File: src/rtl/asmd_divider_pkg.sv
// Shared constants and state encoding for the restoring shift-subtract divider.
// Imported by the interface, the control unit, the datapath and the top.
package asmd_divider_pkg;

    localparam int WORD_LENGTH = 4;
    localparam int CNT_W       = $clog2(WORD_LENGTH + 1);

    typedef enum logic {
        s_idle    = 1'b0,
        s_running = 1'b1
    } state_e;

endpackage

File: src/rtl/asmd_divider_if.sv
// Request/response bundle between a divider client (master) and the divider (slave).
// Handshake: a request is accepted on the rising edge where start=1 and ready=1;
// start while ready=0 is dropped, and results are valid whenever ready=1.
interface asmd_divider_if
    import asmd_divider_pkg::*;
#(
    parameter int W = WORD_LENGTH
);
    logic [W-1:0] dividend;
    logic [W-1:0] divisor;
    logic         start;
    logic [W-1:0] quotient;
    logic [W-1:0] remainder;
    logic         ready;
    logic         div_by_zero;

    modport master (
        output dividend, divisor, start,
        input  quotient, remainder, ready, div_by_zero
    );

    modport slave (
        input  dividend, divisor, start,
        output quotient, remainder, ready, div_by_zero
    );
endinterface

File: src/rtl/divider_control_unit.sv
// ASMD control unit: idle/running state register and the strobes that steer the datapath.
// ready is combinational so it drops the moment reset is asserted.
module divider_control_unit
    import asmd_divider_pkg::*;
(
    input  logic   clk,
    input  logic   reset,
    input  logic   start_i,
    input  logic   last_step_i,
    input  logic   dividend_zero_i,
    input  logic   divisor_zero_i,
    output logic   flush_o,
    output logic   load_words_o,
    output logic   iterate_o,
    output logic   finish_o,
    output logic   zero_div_o,
    output logic   ready_o,
    output state_e state_o
);
    state_e state_q;
    state_e state_d;

    always_ff @(posedge clk or posedge reset) begin
        if (reset) begin
            state_q <= s_idle;
        end else begin
            state_q <= state_d;
        end
    end

    always_comb begin
        state_d      = state_q;
        flush_o      = 1'b0;
        load_words_o = 1'b0;
        iterate_o    = 1'b0;
        finish_o     = 1'b0;
        zero_div_o   = 1'b0;
        case (state_q)
            s_idle: begin
                // A zero divisor wins over a zero dividend: 0/0 reports the error.
                if (start_i) begin
                    if (divisor_zero_i) begin
                        zero_div_o = 1'b1;
                    end else if (dividend_zero_i) begin
                        flush_o = 1'b1;
                    end else begin
                        load_words_o = 1'b1;
                        state_d      = s_running;
                    end
                end
            end
            s_running: begin
                iterate_o = 1'b1;
                if (last_step_i) begin
                    finish_o = 1'b1;
                    state_d  = s_idle;
                end
            end
            default: state_d = s_idle;
        endcase
    end

    assign ready_o = (state_q == s_idle) && !reset;
    assign state_o = state_q;

endmodule

File: src/rtl/divider_datapath_unit.sv
// Restoring divider datapath: working registers, trial subtractor and result registers.
// One quotient bit is produced per iterate strobe, MSB first.
module divider_datapath_unit
    import asmd_divider_pkg::*;
#(
    parameter int W = WORD_LENGTH
) (
    input  logic         clk,
    input  logic         reset,
    input  logic [W-1:0] dividend_i,
    input  logic [W-1:0] divisor_i,
    input  logic         flush_i,
    input  logic         load_words_i,
    input  logic         iterate_i,
    input  logic         finish_i,
    input  logic         zero_div_i,
    output logic [W-1:0] quotient_o,
    output logic [W-1:0] remainder_o,
    output logic         div_by_zero_o,
    output logic         last_step_o,
    output logic         dividend_zero_o,
    output logic         divisor_zero_o
);
    localparam int CW = $clog2(W + 1);

    logic [W:0]   rem_q, rem_d;
    logic [W-1:0] quo_q, quo_d;
    logic [W-1:0] dvs_q, dvs_d;
    logic [CW-1:0] cnt_q, cnt_d;
    logic [W-1:0] quotient_q, quotient_d;
    logic [W-1:0] remainder_q, remainder_d;
    logic         dbz_q, dbz_d;

    logic [W:0]   rem_shift;
    logic [W+1:0] trial;
    logic         borrow;
    logic [W:0]   rem_step;
    logic [W-1:0] quo_step;

    // The partial remainder stays below the divisor, so rem_q[W] is zero here;
    // it still feeds the subtractor so the full register takes part in the compare.
    assign rem_shift = {rem_q[W-1:0], quo_q[W-1]};
    assign trial     = {rem_q, quo_q[W-1]} - {2'b00, dvs_q};
    assign borrow    = trial[W+1];
    assign rem_step  = borrow ? rem_shift : trial[W:0];
    assign quo_step  = {quo_q[W-2:0], ~borrow};

    always_comb begin
        rem_d       = rem_q;
        quo_d       = quo_q;
        dvs_d       = dvs_q;
        cnt_d       = cnt_q;
        quotient_d  = quotient_q;
        remainder_d = remainder_q;
        dbz_d       = dbz_q;
        if (zero_div_i) begin
            quotient_d  = '1;
            remainder_d = dividend_i;
            dbz_d       = 1'b1;
        end
        if (flush_i) begin
            quotient_d  = '0;
            remainder_d = '0;
            dbz_d       = 1'b0;
        end
        if (load_words_i) begin
            rem_d = '0;
            quo_d = dividend_i;
            dvs_d = divisor_i;
            cnt_d = CW'(W);
            dbz_d = 1'b0;
        end
        if (iterate_i) begin
            rem_d = rem_step;
            quo_d = quo_step;
            cnt_d = cnt_q - CW'(1);
        end
        if (finish_i) begin
            quotient_d  = quo_step;
            remainder_d = rem_step[W-1:0];
        end
    end

    always_ff @(posedge clk or posedge reset) begin
        if (reset) begin
            rem_q       <= '0;
            quo_q       <= '0;
            dvs_q       <= '0;
            cnt_q       <= '0;
            quotient_q  <= '0;
            remainder_q <= '0;
            dbz_q       <= 1'b0;
        end else begin
            rem_q       <= rem_d;
            quo_q       <= quo_d;
            dvs_q       <= dvs_d;
            cnt_q       <= cnt_d;
            quotient_q  <= quotient_d;
            remainder_q <= remainder_d;
            dbz_q       <= dbz_d;
        end
    end

    assign quotient_o      = quotient_q;
    assign remainder_o     = remainder_q;
    assign div_by_zero_o   = dbz_q;
    assign last_step_o     = (cnt_q == CW'(1));
    assign dividend_zero_o = (dividend_i == '0);
    assign divisor_zero_o  = (divisor_i == '0);

endmodule

File: src/rtl/asmd_divider.sv
// Sequential unsigned divider: control unit plus datapath behind the divider interface.
// Produces one quotient bit per clock; zero divisor and zero dividend finish in one edge.
module asmd_divider
    import asmd_divider_pkg::*;
#(
    parameter int W = WORD_LENGTH
) (
    input  logic           clk,
    input  logic           reset,
    asmd_divider_if.slave  bus,
    output state_e         dbg_state_o
);
    logic flush;
    logic load_words;
    logic iterate;
    logic finish;
    logic zero_div;
    logic last_step;
    logic dividend_zero;
    logic divisor_zero;
    logic ready;
    logic [W-1:0] quotient;
    logic [W-1:0] remainder;
    logic div_by_zero;

    divider_control_unit u_ctrl (
        .clk             (clk),
        .reset           (reset),
        .start_i         (bus.start),
        .last_step_i     (last_step),
        .dividend_zero_i (dividend_zero),
        .divisor_zero_i  (divisor_zero),
        .flush_o         (flush),
        .load_words_o    (load_words),
        .iterate_o       (iterate),
        .finish_o        (finish),
        .zero_div_o      (zero_div),
        .ready_o         (ready),
        .state_o         (dbg_state_o)
    );

    divider_datapath_unit #(.W(W)) u_dp (
        .clk             (clk),
        .reset           (reset),
        .dividend_i      (bus.dividend),
        .divisor_i       (bus.divisor),
        .flush_i         (flush),
        .load_words_i    (load_words),
        .iterate_i       (iterate),
        .finish_i        (finish),
        .zero_div_i      (zero_div),
        .quotient_o      (quotient),
        .remainder_o     (remainder),
        .div_by_zero_o   (div_by_zero),
        .last_step_o     (last_step),
        .dividend_zero_o (dividend_zero),
        .divisor_zero_o  (divisor_zero)
    );

    assign bus.ready       = ready;
    assign bus.quotient    = quotient;
    assign bus.remainder   = remainder;
    assign bus.div_by_zero = div_by_zero;

endmodule
File: src/flat_wrapper.sv
// flat-port wrapper written by rule: the top's interface ports become plain ports
module asmd_divider_flat import asmd_divider_pkg::*;
#(
    parameter int W = WORD_LENGTH
)
  (clk, reset, dbg_state_o, bus_dividend, bus_divisor, bus_start, bus_quotient, bus_remainder, bus_ready, bus_div_by_zero);
  asmd_divider_if #(.W(W)) bus_i ();
  input  logic clk;
  input  logic reset;
  output state_e dbg_state_o;
  input wire logic [$bits(bus_i.dividend)-1:0] bus_dividend;
  input wire logic [$bits(bus_i.divisor)-1:0] bus_divisor;
  input wire logic [$bits(bus_i.start)-1:0] bus_start;
  output wire logic [$bits(bus_i.quotient)-1:0] bus_quotient;
  output wire logic [$bits(bus_i.remainder)-1:0] bus_remainder;
  output wire logic [$bits(bus_i.ready)-1:0] bus_ready;
  output wire logic [$bits(bus_i.div_by_zero)-1:0] bus_div_by_zero;
  assign bus_i.dividend = bus_dividend;
  assign bus_i.divisor = bus_divisor;
  assign bus_i.start = bus_start;
  assign bus_quotient = bus_i.quotient;
  assign bus_remainder = bus_i.remainder;
  assign bus_ready = bus_i.ready;
  assign bus_div_by_zero = bus_i.div_by_zero;
  asmd_divider #(.W(W)) u_core (.clk(clk), .reset(reset), .bus(bus_i), .dbg_state_o(dbg_state_o));
endmodule
File: config.mk
export PLATFORM = sky130hd
export DESIGN_NAME = asmd_divider_flat
export DESIGN_NICKNAME = d
export VERILOG_FILES = /design/src/rtl/asmd_divider_pkg.sv /design/src/rtl/asmd_divider_if.sv /design/src/rtl/divider_control_unit.sv /design/src/rtl/divider_datapath_unit.sv /design/src/rtl/asmd_divider.sv /design/src/flat_wrapper.sv
export SDC_FILE = /design/constraint.sdc
export NUM_CORES = 1
export LEC_CHECK = 0
export ABC_AREA = 1
export CAP_MARGIN = 20
export CORE_ASPECT_RATIO = 0.7
export CORE_MARGIN = 4
export CORE_UTILIZATION = 47
export DETAILED_ROUTE_END_ITERATION = 7
export MAX_ROUTING_LAYER = met4
export PLACE_DENSITY = 0.84
export SLEW_MARGIN = 25
export SYNTH_ARGS = -nofsm -noshare
export SYNTH_HDL_FRONTEND = slang
export SYNTH_SLANG_ARGS = --single-unit
export TNS_END_PERCENT = 20
File: constraint.sdc
create_clock -name clk -period 1.6 [get_ports clk]
set_input_delay 0.24 -clock clk [delete_from_list [all_inputs] [get_ports clk]]
set_output_delay 0.24 -clock clk [all_outputs]
set_load 0.01 [all_outputs]
==> results of run 1 <==
## cells in the mapped netlist
cell type   n
nand2_2     2
nand3_1    25
o22ai_1     1
a21oi_1    11
nand2_4     2
o21ai_2     1
o221ai_1    2
inv_1      26
nor2_1     19
clkinv_1    1
nand3_2     2
inv_2       4
xnor2_1     1
o21ai_0    13
ha_1        6
clkbuf_1    1
o211ai_1    1
nand2_1    28
fa_1        1
dfrtp_1    26
nand4_1     2
## power by group
part           switching (mW)  leakage, nW  internal (mW)  total, mW
registers               0.249        0.303           1.00       1.25
clock network           0.200       0.0216          0.169      0.369
logic                    1.59        0.613           1.25       2.83
total                    2.04        0.937           2.42       4.45
## state kept, by name, indices dropped and copies added, names as in the netlist
| register | count |
|---|---|
| u_core.u_dp.dvs_q | 4 |
| u_core.u_dp.rem_q | 5 |
| u_core.u_dp.div_by_zero_o | 1 |
| u_core.u_dp.remainder_o | 4 |
| u_core.u_dp.quo_q | 4 |
| u_core.u_ctrl.state_o | 1 |
| u_core.u_dp.quotient_o | 4 |
| u_core.u_dp.cnt_q | 3 |
## routing by layer
metal	global-route usage	up-vias	wire length, um
li1	-	650	-
met1	0.245	609	1590
met2	0.300	26	1580
met3	0.0429	5	142
met4	0.0542	0	34
met5	-	-	0
## worst register-to-register path: stages, from the launching register on
cell and delay [ps]:
dfrtp_1 380, inv_2 80, ha_4 130, inv_2 40, fa_2 350, nand2_1 80, nand2_1 70, a21oi_2 150
nand4_1 120, nand3_1 100, nand2_1 50
## per-stage QoR
stage	area, sq um	TNS (ps)	worst slack [ps]	power (mW)
after global placement	1730	-12.8	-12.8	3.38
after global routing	1930	-413	-105	4.88
after floorplan	1400	0	16.0	2.71
final	1930	-30.7	-30.7	4.45
after CTS	1800	-13.5	-12.8	3.93
after detailed placement	1730	-132	-77.5	3.45
## logic make-up after synthesis
logic type      count (synthesis)  synth area share
compound gates                 29             0.114
xor+xnor                        1           0.00624
fa+ha+maj                       7            0.0677
buf+inv                        32            0.0856
flops                          26             0.463
simple gates                   80             0.263
## path summary, 6_finish.rpt
check / start / to
max: u_core.u_dp.quo_q[3] / u_core.u_dp.rem_q[4]
min: reset / u_core.u_dp.dvs_q[0]
max reg2reg: u_core.u_dp.quo_q[3] / u_core.u_dp.rem_q[4]
min reg2reg: u_core.u_dp.quotient_o[1] / u_core.u_dp.quotient_o[1]
max in group asynchronous: reset / u_core.u_ctrl.state_o
min in group clk: u_core.u_dp.quotient_o[1] / u_core.u_dp.quotient_o[1]
## final cells by class
class | count | area share
multi-input combinational | 117 | 0.392
timing repair buffer | 36 | 0.166
inverter | 31 | 0.0602
clock buffer | 3 | 0.0213
tap | 36 | 0.0233
sequential | 26 | 0.337
## timing repair
item,4_1_cts,5_1_grt
pin swaps,1,5
gates resized for setup,6,24
endpoints found under the setup margin,10,11
gates cloned,0,0
setup buffers,2,3
==> out/metrics.yaml, run 1 <==
setup_path:
  cpPeakStageDelay_ps: 380
  critPathKind: "reg2reg"
  worst_path_most_repeated_cell: "nand2_1"
  r2r_setup_slack_ps: -30
  worst-path-buf-inv: 2
  cp_top_family: "adder cells"
  cp.required_ps: 1770
  cp_slowest_cell: "dfrtp_1"
  cp.arrival_ps: 1800
  cp-start-kind: "flip-flop"
  path_max_fanout: 2
  endpoint_kind: "flip-flop"
  worstPathCellList: "inv_2 -> ha_4 -> inv_2 -> fa_2 -> nand2_1 -> nand2_1 -> a21oi_2 -> nand4_1 -> nand3_1 -> nand2_1"
  reg2reg_depth: 10
  cp.depth: 10
placement:
  port_buffers: 21
  numPlacedInstances: 241
  place_congestion: 0.876
  post-dp-hpwl_mm: 2.38
clock_tree:
  cts_sinks: 26
  cts_root_buf: "clkbuf_8"
  cts-htree-levels: 1
  cts.clk_slew.worst_paths_ps: 80
  cts_hold_buf: 0
  worst_skew_pair.late_latency_ps: 270
  cts_buffers: 3
  cts_tree: "done"
  clk_path_buf_depth: 2
synth:
  synth_area_per_cell_sq_um: 8.02
  yosysSeqAreaShare: 0.463
  yosys_warnings: 0
  synth-seq-cells: 26
  syn_area_sq_mm: 0.00140
  synth_top_area_cell: "dfrtp_1"
  syn_nets: 193
  ys_types: 21
  synth_top_area_share: 0.463
  synthCells: 175
  synth_top_cells_by_area: "dfrtp_1 (46%), nand3_1 (8.9%), nand2_1 (7.5%), inv_1 (7.0%), ha_1 (5.3%)"
sta:
  fmax_mhz: 613
  tightestPinTransition_ps: 322
  rsz0062_at_grt: "yes"
  final_hold_viol_count: 0
  hold-worst-slack_ps: 342
  finClkSkew_ps: 3.36
  post-route-period-util: 1.02
  post-route-min-period_ps: 1630
  fin_ws_ps: -30.7
  drv_slew: 0
  slew_headroom: 0.785
  finalSetupViolCount: 1
route:
  vias: 1290
  drt-pass1-iter-count: 4
  via_per_inst: 5.18
  post_drt_wl_per_cell_um: 13.4
  drt-initial-drc-count: 83
  route.detailed.drc: 0
  ant_nets: 0
  wirelength_mm: 3.35
floorplan:
  num_rows: 16
  die_area_sq_mm: 0.00394
  die_x_um: 73.3
  dieHeight_um: 53.7
  initial_core_util: 0.497
  pin_count: 22
  core_sq_mm: 0.00282
cells_and_area:
  drive_gt1_frac: 0.235
  num_antenna_cells: 0
  layout_common_cells: "dfrtp_1 (25), inv_1 (24), nand2_1 (24)"
  multi_input_area_sq_um: 758
  area_delta_synth_final_pct: 37.8
  stdcell_count: 249
  layout.nets: 233
  final_common_cell: "dfrtp_1"
  final_util: 0.685
  fillCellCount: 238
  register_area_sq_um: 652
pwr:
  vdd_drop_max_mv: 1.03
  powerDensity_mw_per_mm2: 2300
  p_leak_nw: 0.937
global_route:
  grt_antenna_before_repair: 0
  grt_pass1_wl_mm: 5.46
  gr-usage-all-layers: 0.189
  grt_overflow: 0
  grt_max_degree: 27
  grt_pass1_vias: 1243
run_status:
  status: "complete, but fails checks"
  violations: "negative setup slack"
worst_hold_path:
  hp-class: "in2async"
run:
  maxCapViolCount: 0
No activity file was read; power rests on OpenSTA's default activity.
==> inputs of run 2 (changes only) <==
--- a/config.mk
+++ b/config.mk
@@ -6,6 +6,7 @@
 export NUM_CORES = 1
 export LEC_CHECK = 0
 export ABC_AREA = 1
+export ABC_CLOCK_PERIOD_IN_PS = 1600
 export CAP_MARGIN = 20
 export CORE_ASPECT_RATIO = 0.7
 export CORE_MARGIN = 4
==> results of run 2 <==
No change in the layout: final DEF, timing and power equal those of run 1.
==> inputs of run 3 (changes only) <==
--- a/config.mk
+++ b/config.mk
@@ -11,9 +11,11 @@
 export CORE_ASPECT_RATIO = 0.7
 export CORE_MARGIN = 4
 export CORE_UTILIZATION = 47
+export CTS_CLUSTER_SIZE = 28
 export DETAILED_ROUTE_END_ITERATION = 7
 export MAX_ROUTING_LAYER = met4
 export PLACE_DENSITY = 0.84
+export SKIP_LAST_GASP = 1
 export SLEW_MARGIN = 25
 export SYNTH_ARGS = -nofsm -noshare
 export SYNTH_HDL_FRONTEND = slang
==> run 3 against run 2 <==
The flow still finishes with violations (negative setup slack). Register-to-register slack about the same. Routed wire length is 2.7% lower. Clock power is essentially flat. Sequential share of layout area grew 0.78 points. Critical path depth unchanged. Clock skew is 1.3 ps lower. First-iteration DRC count up 24%. Fmax grew 0.19%. Via count grew 1.5%. Power is 3.1% lower. Sequential power about the same. Global-route usage did not move.
==> out/metrics.yaml, run 3 (same netlist as run 1, synthesis figures left out) <==
global_route:
  grtUsageMet1: 0.245  # unchanged
  grt_use_met3: 0.0429  # unchanged
  grt_pass1_vias: 1243  # unchanged
  gr-usage-all-layers: 0.189  # unchanged
  grt_max_degree: 27  # unchanged
  busiest_layer: "met2"
  met2_usage: 0.300  # unchanged
  grt_overflow: 0  # unchanged
  grt_pass1_wl_mm: 5.46  # unchanged
  grt_antenna_before_repair: 0  # unchanged
cells_and_area:
  layout.nets: 233  # unchanged
  stdcell_count: 249  # unchanged
  layout_common_cells: "nand2_1 (25), dfrtp_1 (25), inv_1 (24)"
  drive_gt1_frac: 0.207  # -0.0282
  fillCellCount: 246  # +3.4%
  final_area_sq_mm: 0.00189  # -2.3%
  area_delta_synth_final_pct: 34.7
  num_antenna_cells: 0  # unchanged
  largest_register: "u_core.u_dp.rem_q"
  largest_reg_flops: 5  # unchanged
placement:
  post-dp-hpwl_mm: 2.38  # unchanged
  place_congestion: 0.876  # unchanged
  placed_area_sq_mm: 0.00173  # unchanged
  pre_cts_ws_ps: -77.5  # unchanged
  port_buffers: 21  # unchanged
  numPlacedInstances: 241  # unchanged
pwr:
  combPwrFrac: 0.628  # -0.008
  p_leak_nw: 0.930  # -0.77%
  powerDensity_mw_per_mm2: 2280  # -0.81%
  pwr-share-seq: 0.286  # +0.005
  vdd_drop_max_mv: 1.03  # about the same
  netSwitchingPower_mw: 1.96  # -3.8%
  swShare: 0.454  # -0.00336
  p_int_mw: 2.36  # -2.5%
  clkPwrFrac: 0.086  # +0.003
route:
  vias: 1309  # +1.5%
  via_per_inst: 5.26  # +1.5%
  post_drt_wl_per_cell_um: 13.1  # -2.7%
  wirelength_mm: 3.26  # -2.7%
  drt-pass1-iter-count: 4  # unchanged
  drt-initial-drc-count: 103  # +24%
  route.detailed.drc: 0  # unchanged
  ant_nets: 0  # unchanged
setup_path:
  rr_startpoint: "u_core.u_dp.quo_q[3]"
  r2r_setup_slack_ps: -30  # about the same
  cp.required_ps: 1770  # about the same
  cp_slowest_cell: "dfrtp_1"
  critPathKind: "reg2reg"
  worst_path_most_repeated_cell: "nand2_1"
  cp-start-kind: "flip-flop"
  worstPathCellList: "inv_2 -> ha_2 -> inv_2 -> fa_2 -> nand2_1 -> nand2_1 -> a21oi_2 -> nand4_1 -> nand3_1 -> nand2_1"
  cpPeakStageDelay_ps: 380  # about the same
  cp.arrival_ps: 1800  # about the same
  r2r-end: "u_core.u_dp.rem_q[4]"
  endpoint_kind: "flip-flop"
  path_max_fanout: 2  # unchanged
  reg2reg_depth: 10  # unchanged
clock_tree:
  cts.clk_slew.worst_paths_ps: 80  # about the same
  cts_buffers: 3  # unchanged
  cts_tree: "done"
  cts-htree-levels: 1  # unchanged
  cts_root_buf: "clkbuf_8"
  cts_sinks: 26  # unchanged
  cts_hold_buf: 0  # unchanged
  clk_path_buf_depth: 2  # unchanged
  worst_skew_pair.late_latency_ps: 270  # about the same
sta:
  fmax_mhz: 614  # +0.19%
  slew_headroom: 0.783  # -0.00273
  drv_slew: 0  # unchanged
  tightestPinTransition_ps: 326  # +4.09 ps
  post-route-period-util: 1.02  # -0.00193
  finClkSkew_ps: 2.09  # -1.26 ps
  fin_ws_ps: -27.7  # +3.09 ps
  post-route-min-period_ps: 1630  # -3.09 ps
  finalSetupViolCount: 1  # unchanged
  final_hold_viol_count: 0  # unchanged
  rsz0062_at_grt: "yes"
floorplan:
  initial_core_util: 0.497  # unchanged
  core_sq_mm: 0.00282  # unchanged
  die_area_sq_mm: 0.00394  # unchanged
  pin_count: 22  # unchanged
  dieHeight_um: 53.7  # unchanged
  die_x_um: 73.3  # unchanged
  num_rows: 16  # unchanged
run:
  maxCapViolCount: 0  # unchanged
worst_hold_path:
  hp-class: "in2async"
run_status:
  status: "complete, but fails checks"
  violations: "negative setup slack"
run 3: worst max-delay path, delay by kind of cell, from the launching register on:
kind                       cells  cell delay (ps)
buffers and inverters          2              100
adders and majority gates      2              500
DFF                            1              380
AOI/OAI and AO/OA              1              150
and+or+nand+nor                5              390
run 3: timing repair:
item | 4_1_cts | 5_1_grt
buffers inserted | 2 | 3
resized for setup | 6 | 17
endpoints found under the hold margin | 0 | 0
setup endpoints to repair | 10 | 11
pin swaps | 1 | 5
run 3: per-layer routing:
layer  vias up  share of wire
met5         -              0
met4         0          0.010
met3         5          0.047
met2        27           0.46
met1       627           0.48
li1        650              -
run 3: layout make-up:
type | count | area (sq um) | share of cell area
Clock buffer | 3 | 41.3 | 0.0218
Inverter | 31 | 116 | 0.0615
Multi-Input combinational cell | 117 | 714 | 0.378
Sequential cell | 26 | 652 | 0.345
Tap cell | 36 | 45.0 | 0.0238
Timing Repair Buffer | 36 | 322 | 0.170
run 3: worst max path at each step:
stage	from	endpoint	slack, ps	depth (start not counted)
global placement	u_core.u_dp.quo_q[3]	u_core.u_dp.rem_q[4]	-10	10
detailed placement	u_core.u_dp.quo_q[3]	u_core.u_dp.rem_q[4]	-80	10
CTS	u_core.u_dp.quo_q[3]	u_core.u_dp.rem_q[4]	-10	10
global route	u_core.u_dp.quo_q[3]	u_core.u_dp.rem_q[4]	-130	10
finish	u_core.u_dp.quo_q[3]	u_core.u_dp.rem_q[4]	-30	10
floorplan	u_core.u_dp.quo_q[3]	u_core.u_dp.rem_q[4]	20	10
run 3: power groups by stage:
stage               combinational [mW]  clock [mW]  sequential, mW
floorplan                         1.48           0            1.24
global placement                  2.16           0            1.22
CTS                               2.33       0.380            1.21
detailed placement                2.22           0            1.23
global route                      3.08       0.400            1.27
finish                            2.71       0.371            1.24
run 3: stage by stage:
step | setup TNS [ps] | hold slack (ps) | power, mW | util
2_1_floorplan | 0 | 280 | 2.71 | -
3_5_place_dp | -132 | 478 | 3.45 | 0.613
3_3_place_gp | -12.8 | 474 | 3.38 | 0.613
5_1_grt | -733 | 389 | 4.75 | 0.670
4_1_cts | -13.5 | 354 | 3.93 | 0.637
6_report | -27.7 | 344 | 4.32 | 0.670
